**config.mk**
```make
export PLATFORM = sky130hd
export DESIGN_NAME = ram_calc_arbiter
export DESIGN_NICKNAME = d
export VERILOG_FILES = /design/src/rtl/ram_calc_arbiter.sv
export SDC_FILE = /design/constraint.sdc
export NUM_CORES = 1
export LEC_CHECK = 0
export BUFFER_PORTS_ARGS = -buffer_cell sky130_fd_sc_hd__buf_2
export CORE_AREA = 2 2 169 171
export CTS_CLUSTER_SIZE = 28
export DETAILED_ROUTE_END_ITERATION = 6
export DIE_AREA = 0 0 171 173
export PLACE_DENSITY = 0.49
export SLEW_MARGIN = 20
export SYNTH_ARGS = -nofsm -noshare
export SYNTH_HDL_FRONTEND = slang
export SYNTH_SLANG_ARGS = --single-unit
```
**constraint.sdc**
```tcl
create_clock -name clk -period 2.5 [get_ports clk]
set_input_delay 0 -clock clk [delete_from_list [all_inputs] [get_ports clk]]
set_output_delay 0 -clock clk [all_outputs]
set_load 0.02 [all_outputs]
```
**src/rtl/ram_calc_arbiter.sv**
```systemverilog
// Round-robin arbiter that shares one RAM address calculation unit between
// NUM_REQ requesters. Only one transaction is in flight at a time, and the
// wait for the calc unit is bounded by TIMEOUT_CYCLES.
//
// state  | meaning
// IDLE   | waiting for a request while the calc unit reports ready
// ISSUE  | one-cycle start pulse to the calc unit
// SETTLE | one cycle to let calc_rdy drop after the start pulse
// WAIT   | waiting for calc_rdy, bounded by TIMEOUT_CYCLES
// RESP   | result held until the consumer accepts it
module ram_calc_arbiter #(
   parameter int NUM_REQ        = 4,
   parameter int ID_W           = 2,
   parameter int TIMEOUT_CYCLES = 64
) (
   input  logic                   clk,
   input  logic                   rst,
   input  logic [NUM_REQ-1:0]     req_valid,
   output logic [NUM_REQ-1:0]     req_ready,
   input  logic [NUM_REQ-1:0]     req_isSprite,
   input  logic [NUM_REQ*8-1:0]   req_frameNumber,
   input  logic [NUM_REQ*16-1:0]  req_height,
   input  logic [NUM_REQ*16-1:0]  req_width,
   input  logic [NUM_REQ*16-1:0]  req_layerX,
   input  logic [NUM_REQ*16-1:0]  req_layerY,
   output logic                   calc_newCalculation,
   output logic                   calc_isSprite,
   output logic [7:0]             calc_frameNumber,
   output logic [15:0]            calc_height,
   output logic [15:0]            calc_width,
   output logic [15:0]            calc_layerX,
   output logic [15:0]            calc_layerY,
   input  logic                   calc_rdy,
   input  logic [26:0]            calc_addressOffsetBytes,
   output logic                   resp_valid,
   input  logic                   resp_ready,
   output logic [ID_W-1:0]        resp_id,
   output logic [26:0]            resp_addressOffsetBytes,
   output logic                   resp_err,
   output logic                   err_timeout
);

   typedef enum logic [2:0] {
      S_IDLE,
      S_ISSUE,
      S_SETTLE,
      S_WAIT,
      S_RESP
   } state_t;

   localparam int              CNT_W     = (TIMEOUT_CYCLES > 1) ? $clog2(TIMEOUT_CYCLES) : 1;
   localparam logic [CNT_W-1:0] CNT_LAST = CNT_W'(TIMEOUT_CYCLES - 1);
   localparam logic [ID_W:0]   NUM_REQ_W = (ID_W+1)'(NUM_REQ);

   state_t                 state;
   state_t                 state_nxt;
   logic [ID_W-1:0]        rr_ptr;
   logic [CNT_W-1:0]       wait_cnt;

   logic [2*NUM_REQ-1:0]   valid_dbl;
   logic [2*NUM_REQ-1:0]   valid_rot;
   logic                   grant_found;
   logic [ID_W:0]          grant_sum;
   logic [ID_W-1:0]        grant_idx;
   logic                   take_grant;
   logic                   wait_timeout;
   logic [ID_W:0]          ptr_sum;
   logic [ID_W-1:0]        ptr_nxt;

   logic                   sel_sprite;
   logic [7:0]             sel_frame;
   logic [15:0]            sel_height;
   logic [15:0]            sel_width;
   logic [15:0]            sel_layer_x;
   logic [15:0]            sel_layer_y;

   // Rotate the request vector so rr_ptr sits at bit 0, then take the lowest
   // set bit; the doubled vector makes the wrap-around free.
   always_comb begin
      valid_dbl   = {req_valid, req_valid};
      valid_rot   = valid_dbl >> rr_ptr;
      grant_found = 1'b0;
      grant_sum   = '0;
      for (int k = NUM_REQ - 1; k >= 0; k--) begin
         if (valid_rot[k]) begin
            grant_found = 1'b1;
            grant_sum   = {1'b0, rr_ptr} + (ID_W+1)'(k);
         end
      end
      if (grant_sum >= NUM_REQ_W) begin
         grant_sum = grant_sum - NUM_REQ_W;
      end
      grant_idx = grant_sum[ID_W-1:0];
   end

   // Operand mux for the requester being granted.
   always_comb begin
      sel_sprite  = 1'b0;
      sel_frame   = '0;
      sel_height  = '0;
      sel_width   = '0;
      sel_layer_x = '0;
      sel_layer_y = '0;
      for (int i = 0; i < NUM_REQ; i++) begin
         if (grant_idx == ID_W'(i)) begin
            sel_sprite  = req_isSprite[i];
            sel_frame   = req_frameNumber[i*8 +: 8];
            sel_height  = req_height[i*16 +: 16];
            sel_width   = req_width[i*16 +: 16];
            sel_layer_x = req_layerX[i*16 +: 16];
            sel_layer_y = req_layerY[i*16 +: 16];
         end
      end
   end

   // Next round-robin pointer is the one after the requester just served.
   always_comb begin
      ptr_sum = {1'b0, resp_id} + (ID_W+1)'(1);
      if (ptr_sum >= NUM_REQ_W) begin
         ptr_sum = '0;
      end
      ptr_nxt = ptr_sum[ID_W-1:0];
   end

   assign take_grant   = (state == S_IDLE) && calc_rdy && grant_found;
   assign wait_timeout = (state == S_WAIT) && !calc_rdy && (wait_cnt == CNT_LAST);

   // State register.
   always_ff @(posedge clk) begin
      if (rst) begin
         state <= S_IDLE;
      end else begin
         state <= state_nxt;
      end
   end

   // Next-state logic.
   always_comb begin
      state_nxt = state;
      case (state)
         S_IDLE:   if (take_grant) state_nxt = S_ISSUE;
         S_ISSUE:  state_nxt = S_SETTLE;
         S_SETTLE: state_nxt = S_WAIT;
         S_WAIT:   if (calc_rdy || wait_timeout) state_nxt = S_RESP;
         S_RESP:   if (resp_ready) state_nxt = S_IDLE;
         default:  state_nxt = S_IDLE;
      endcase
   end

   // FSM outputs; held low during reset so nothing is accepted or started.
   always_comb begin
      req_ready           = '0;
      calc_newCalculation = 1'b0;
      resp_valid          = 1'b0;
      if (!rst) begin
         if (take_grant) begin
            req_ready = NUM_REQ'(1) << grant_idx;
         end
         calc_newCalculation = (state == S_ISSUE);
         resp_valid          = (state == S_RESP);
      end
   end

   // Operand/ID latch at grant, WAIT counter, result capture and pointer update.
   always_ff @(posedge clk) begin
      if (rst) begin
         rr_ptr                  <= '0;
         wait_cnt                <= '0;
         calc_isSprite           <= 1'b0;
         calc_frameNumber        <= '0;
         calc_height             <= '0;
         calc_width              <= '0;
         calc_layerX             <= '0;
         calc_layerY             <= '0;
         resp_id                 <= '0;
         resp_addressOffsetBytes <= '0;
         resp_err                <= 1'b0;
         err_timeout             <= 1'b0;
      end else begin
         if (take_grant) begin
            calc_isSprite    <= sel_sprite;
            calc_frameNumber <= sel_frame;
            calc_height      <= sel_height;
            calc_width       <= sel_width;
            calc_layerX      <= sel_layer_x;
            calc_layerY      <= sel_layer_y;
            resp_id          <= grant_idx;
         end

         if (state == S_SETTLE) begin
            wait_cnt <= '0;
         end else if (state == S_WAIT && !calc_rdy) begin
            wait_cnt <= wait_cnt + CNT_W'(1);
         end

         if (state == S_WAIT) begin
            if (calc_rdy) begin
               resp_addressOffsetBytes <= calc_addressOffsetBytes;
               resp_err                <= 1'b0;
            end else if (wait_timeout) begin
               resp_addressOffsetBytes <= '0;
               resp_err                <= 1'b1;
               err_timeout             <= 1'b1;
            end
         end

         if (state == S_RESP && resp_ready) begin
            rr_ptr <= ptr_nxt;
         end
      end
   end

endmodule

```
==> impl_metrics.env <==
export IMPL_hold_violations=0
export IMPL_fill_cells=2971
export IMPL_postSynthCellCount=831
export IMPL_clock_path_buffers=2
export IMPL_crit_path_end_kind="register"
export IMPL_port_buffers=436
export IMPL_max_freq_mhz=416
export IMPL_gp_congestion=0.838
export IMPL_syn_area_per_cell_sq_um=7.70
export IMPL_layout_commonest_cell="buf_2"
export IMPL_vias=9030
export IMPL_layout_setup_ws_ns=0.0953
export IMPL_syn2layout_area_growth_pct=78.7
export IMPL_ys_warn_count=0
export IMPL_tritoncts="done"
export IMPL_vias_per_cell=5.06
export IMPL_yosys_cell_types_count=41
export IMPL_rr_worst_depth=6
export IMPL_antenna_found_initial=7
export IMPL_drt_total_wl_microns=34300
export IMPL_syn_area_sq_mm=0.00640
export IMPL_synth_ff_type="dfxtp_1"
export IMPL_status="completed"
export IMPL_htree_levels=4
export IMPL_min_path_cells=2
export IMPL_clk_latency_ns=0.42
export IMPL_grt_pass1_vias=8885
export IMPL_clk_pin_slew_ns=0.06
export IMPL_grt_overflow=0
export IMPL_grt_pass1_wl_microns=49800
export IMPL_setup_viol=0
export IMPL_layout_common_cells="buf_2, dlygate4sd3_1, dfxtp_1"
export IMPL_synth_edf_count=0
export IMPL_relSlewSlack=0.591
export IMPL_ys_ff_latch=115
export IMPL_cp_top_family="buffers and inverters"
export IMPL_path_max_fanout=74
export IMPL_gr_max_usage_layer="met2"
export IMPL_cp_start_kind="register"
export IMPL_rsz0062_at_grt="no"
export IMPL_post_drt_wl_per_cell_microns=19.2
export IMPL_drive_gt1_frac=0.362
export IMPL_dr_pass1_iters=5
export IMPL_r2r_start="rr_ptr[0]"
export IMPL_required_ns=2.80
export IMPL_synthTopCellsByArea="dfxtp_1, o21bai_1, a22oi_1"
export IMPL_period_share=0.962
export IMPL_grtUsageTotal=0.215
export IMPL_worst_slew_pin_transition_ns=0.607
export IMPL_timing_hold_ws_ns=0.0762
export IMPL_antenna_left=0
export IMPL_hold_class="in2reg"
export IMPL_place_ws_ns=0.530
export IMPL_cp_slowest_cell="dlygate4sd3_1"
export IMPL_hold_start="rst"
export IMPL_worstPathCellList="nor2b_1 > a211o_2 > buf_12 > a21oi_1 > a31oi_1 > dlygate4sd3_1"
export IMPL_power_density_mw_per_mm2=571
export IMPL_die_w_microns=171
export IMPL_rows=61
export IMPL_syn_nets=1160
export IMPL_nNetsFinal=1721
export IMPL_die_area_sq_mm=0.0296
export IMPL_grt_use_met2=0.383
export IMPL_yosysSeqAreaShare=0.360
export IMPL_crit_path_max_incr_delay_ns=0.57
export IMPL_initial_core_util=0.232
export IMPL_path_buf_inv=2
export IMPL_setup_tns_ns=0
export IMPL_fin_skew_ns=0.0117
export IMPL_initialDrtViolationCount=469
export IMPL_met1_usage=0.247
export IMPL_seq_area_sq_mm=0.00230
export IMPL_io_pins=437
export IMPL_core_area_sq_mm=0.0276
export IMPL_regToRegSetupSlack_ns=0.1
export IMPL_maxCapViolations=0
export IMPL_cts_sinks=115
export IMPL_critPathKind="reg2reg"
export IMPL_grt_util_met3=0.0526
export IMPL_cp_num_cells=6
export IMPL_multi_input_area_sq_mm=0.00376
export IMPL_crit_arrival_ns=2.70
export IMPL_cts_made_buffers=17
export IMPL_post_route_util=0.414
export IMPL_grt_max_degree=75
export IMPL_place_hpwl_microns=22400
export IMPL_synth_top_area_cell="dfxtp_1"
export IMPL_slew_viol_final=0
export IMPL_synth_top_area_frac=0.360
export IMPL_die_h_microns=173
export IMPL_postSynth_asyncResetShare=0
export IMPL_p_leak_nw=5.48
export IMPL_startpoint="rr_ptr[0]"
export IMPL_vdd_drop_max_uv=337
export IMPL_drc=0
export IMPL_post_route_min_period_ns=2.40
export IMPL_root_buffer="clkbuf_16"
-- synth_stat cells (2+ instances only) --
cell type / n
a31oi_1: 73
or4_1: 2
nor2_1: 23
nand3_1: 2
nand2_1: 35
and3_1: 75
o21ai_0: 105
o211a_1: 2
xnor2_1: 2
nor3_1: 3
nor3b_1: 2
buf_2: 11
nand4_1: 2
dfxtp_1: 115
ha_1: 2
buf_4: 3
buf_1: 6
nand2b_1: 3
nor2b_1: 2
mux2i_1: 3
a22oi_1: 73
clkbuf_1: 82
a21oi_1: 109
xor2_1: 4
o21bai_1: 74
inv_1: 3
-- report_power, final --
group	leakage [nW]	internal [W]	switching, W	total, W
sequential	0.944	0.00201	0.000108	0.00212
clock	0.289	0.00150	0.00105	0.00255
combinational	4.25	0.000887	0.000983	0.00187
total	5.48	0.00440	0.00214	0.00653
-- worst reg2reg max path: stages, from the launching register on --
cell and delay (ns):
dfxtp_1 0.56, nor2b_1 0.12, a211o_2 0.37, buf_12 0.18
a21oi_1 0.39, a31oi_1 0.10, dlygate4sd3_1 0.57
-- sequential cells by signal, summed over array words and instances, names as in the netlist --
signal / cells
calc_frameNumber: 8
calc_height: 16
calc_isSprite: 1
calc_layerX: 16
calc_layerY: 16
calc_width: 16
err_timeout: 1
resp_addressOffsetBytes: 27
resp_err: 1
resp_id: 2
rr_ptr: 2
state: 3
wait_cnt: 6
-- logic make-up (layout without fill, tap and decap cells) --
group	after synthesis	in the layout	share of synthesized area
AOI/OAI and AO/OA	444	445	0.426
and+or+nand+nor	156	157	0.132
DFF	115	115	0.360
buffers and inverters	105	677	0.0655
xor gates and xnor gates	6	6	0.00821
muxes	3	3	0.00469
adders and majority gates	2	2	0.00391
other	0	3	0
-- final cells by class --
cell class,count,share of cell area
sequential,115,0.201
multi-input combinational,613,0.329
clock buffer,17,0.0372
inverter,3,0.000985
timing repair buffer,642,0.374
antenna,3,0.000657
clock inverter,15,0.0151
tap,378,0.0414
-- path summary, 6_finish.rpt --
| kind | end |
|---|---|
| setup / recovery | calc_width[7] |
| hold / removal | rr_ptr[0] |
| setup reg to reg | calc_width[7] |
| hold reg to reg | err_timeout |
-- per-layer routing --
layer | wire [microns] | part of all wire | vias to the layer above
li1 | - | - | 4250
met1 | 13500 | 0.39 | 4243
met2 | 17000 | 0.50 | 472
met3 | 2720 | 0.079 | 63
met4 | 1020 | 0.030 | 2
met5 | 17 | 0.00050 | -
-- repair_timing --
item,CTS,global route
setup endpoints to repair,0,72
endpoints found under the hold margin,102,0
resized for setup,0,4
setup buffers,0,6
hold buffers,180,0
-- per-stage QoR --
stage          instances  instance area, sq um  total power (W)
2_1_floorplan        831                  6400          0.00295
3_3_place_gp        1563                  8950          0.00364
3_5_place_dp        1563                  8950          0.00364
4_1_cts             1775                 11400          0.00657
5_1_grt             1786                 11400          0.00682
6_report            1786                 11400          0.00653
(Power assumes the default switching activity.)
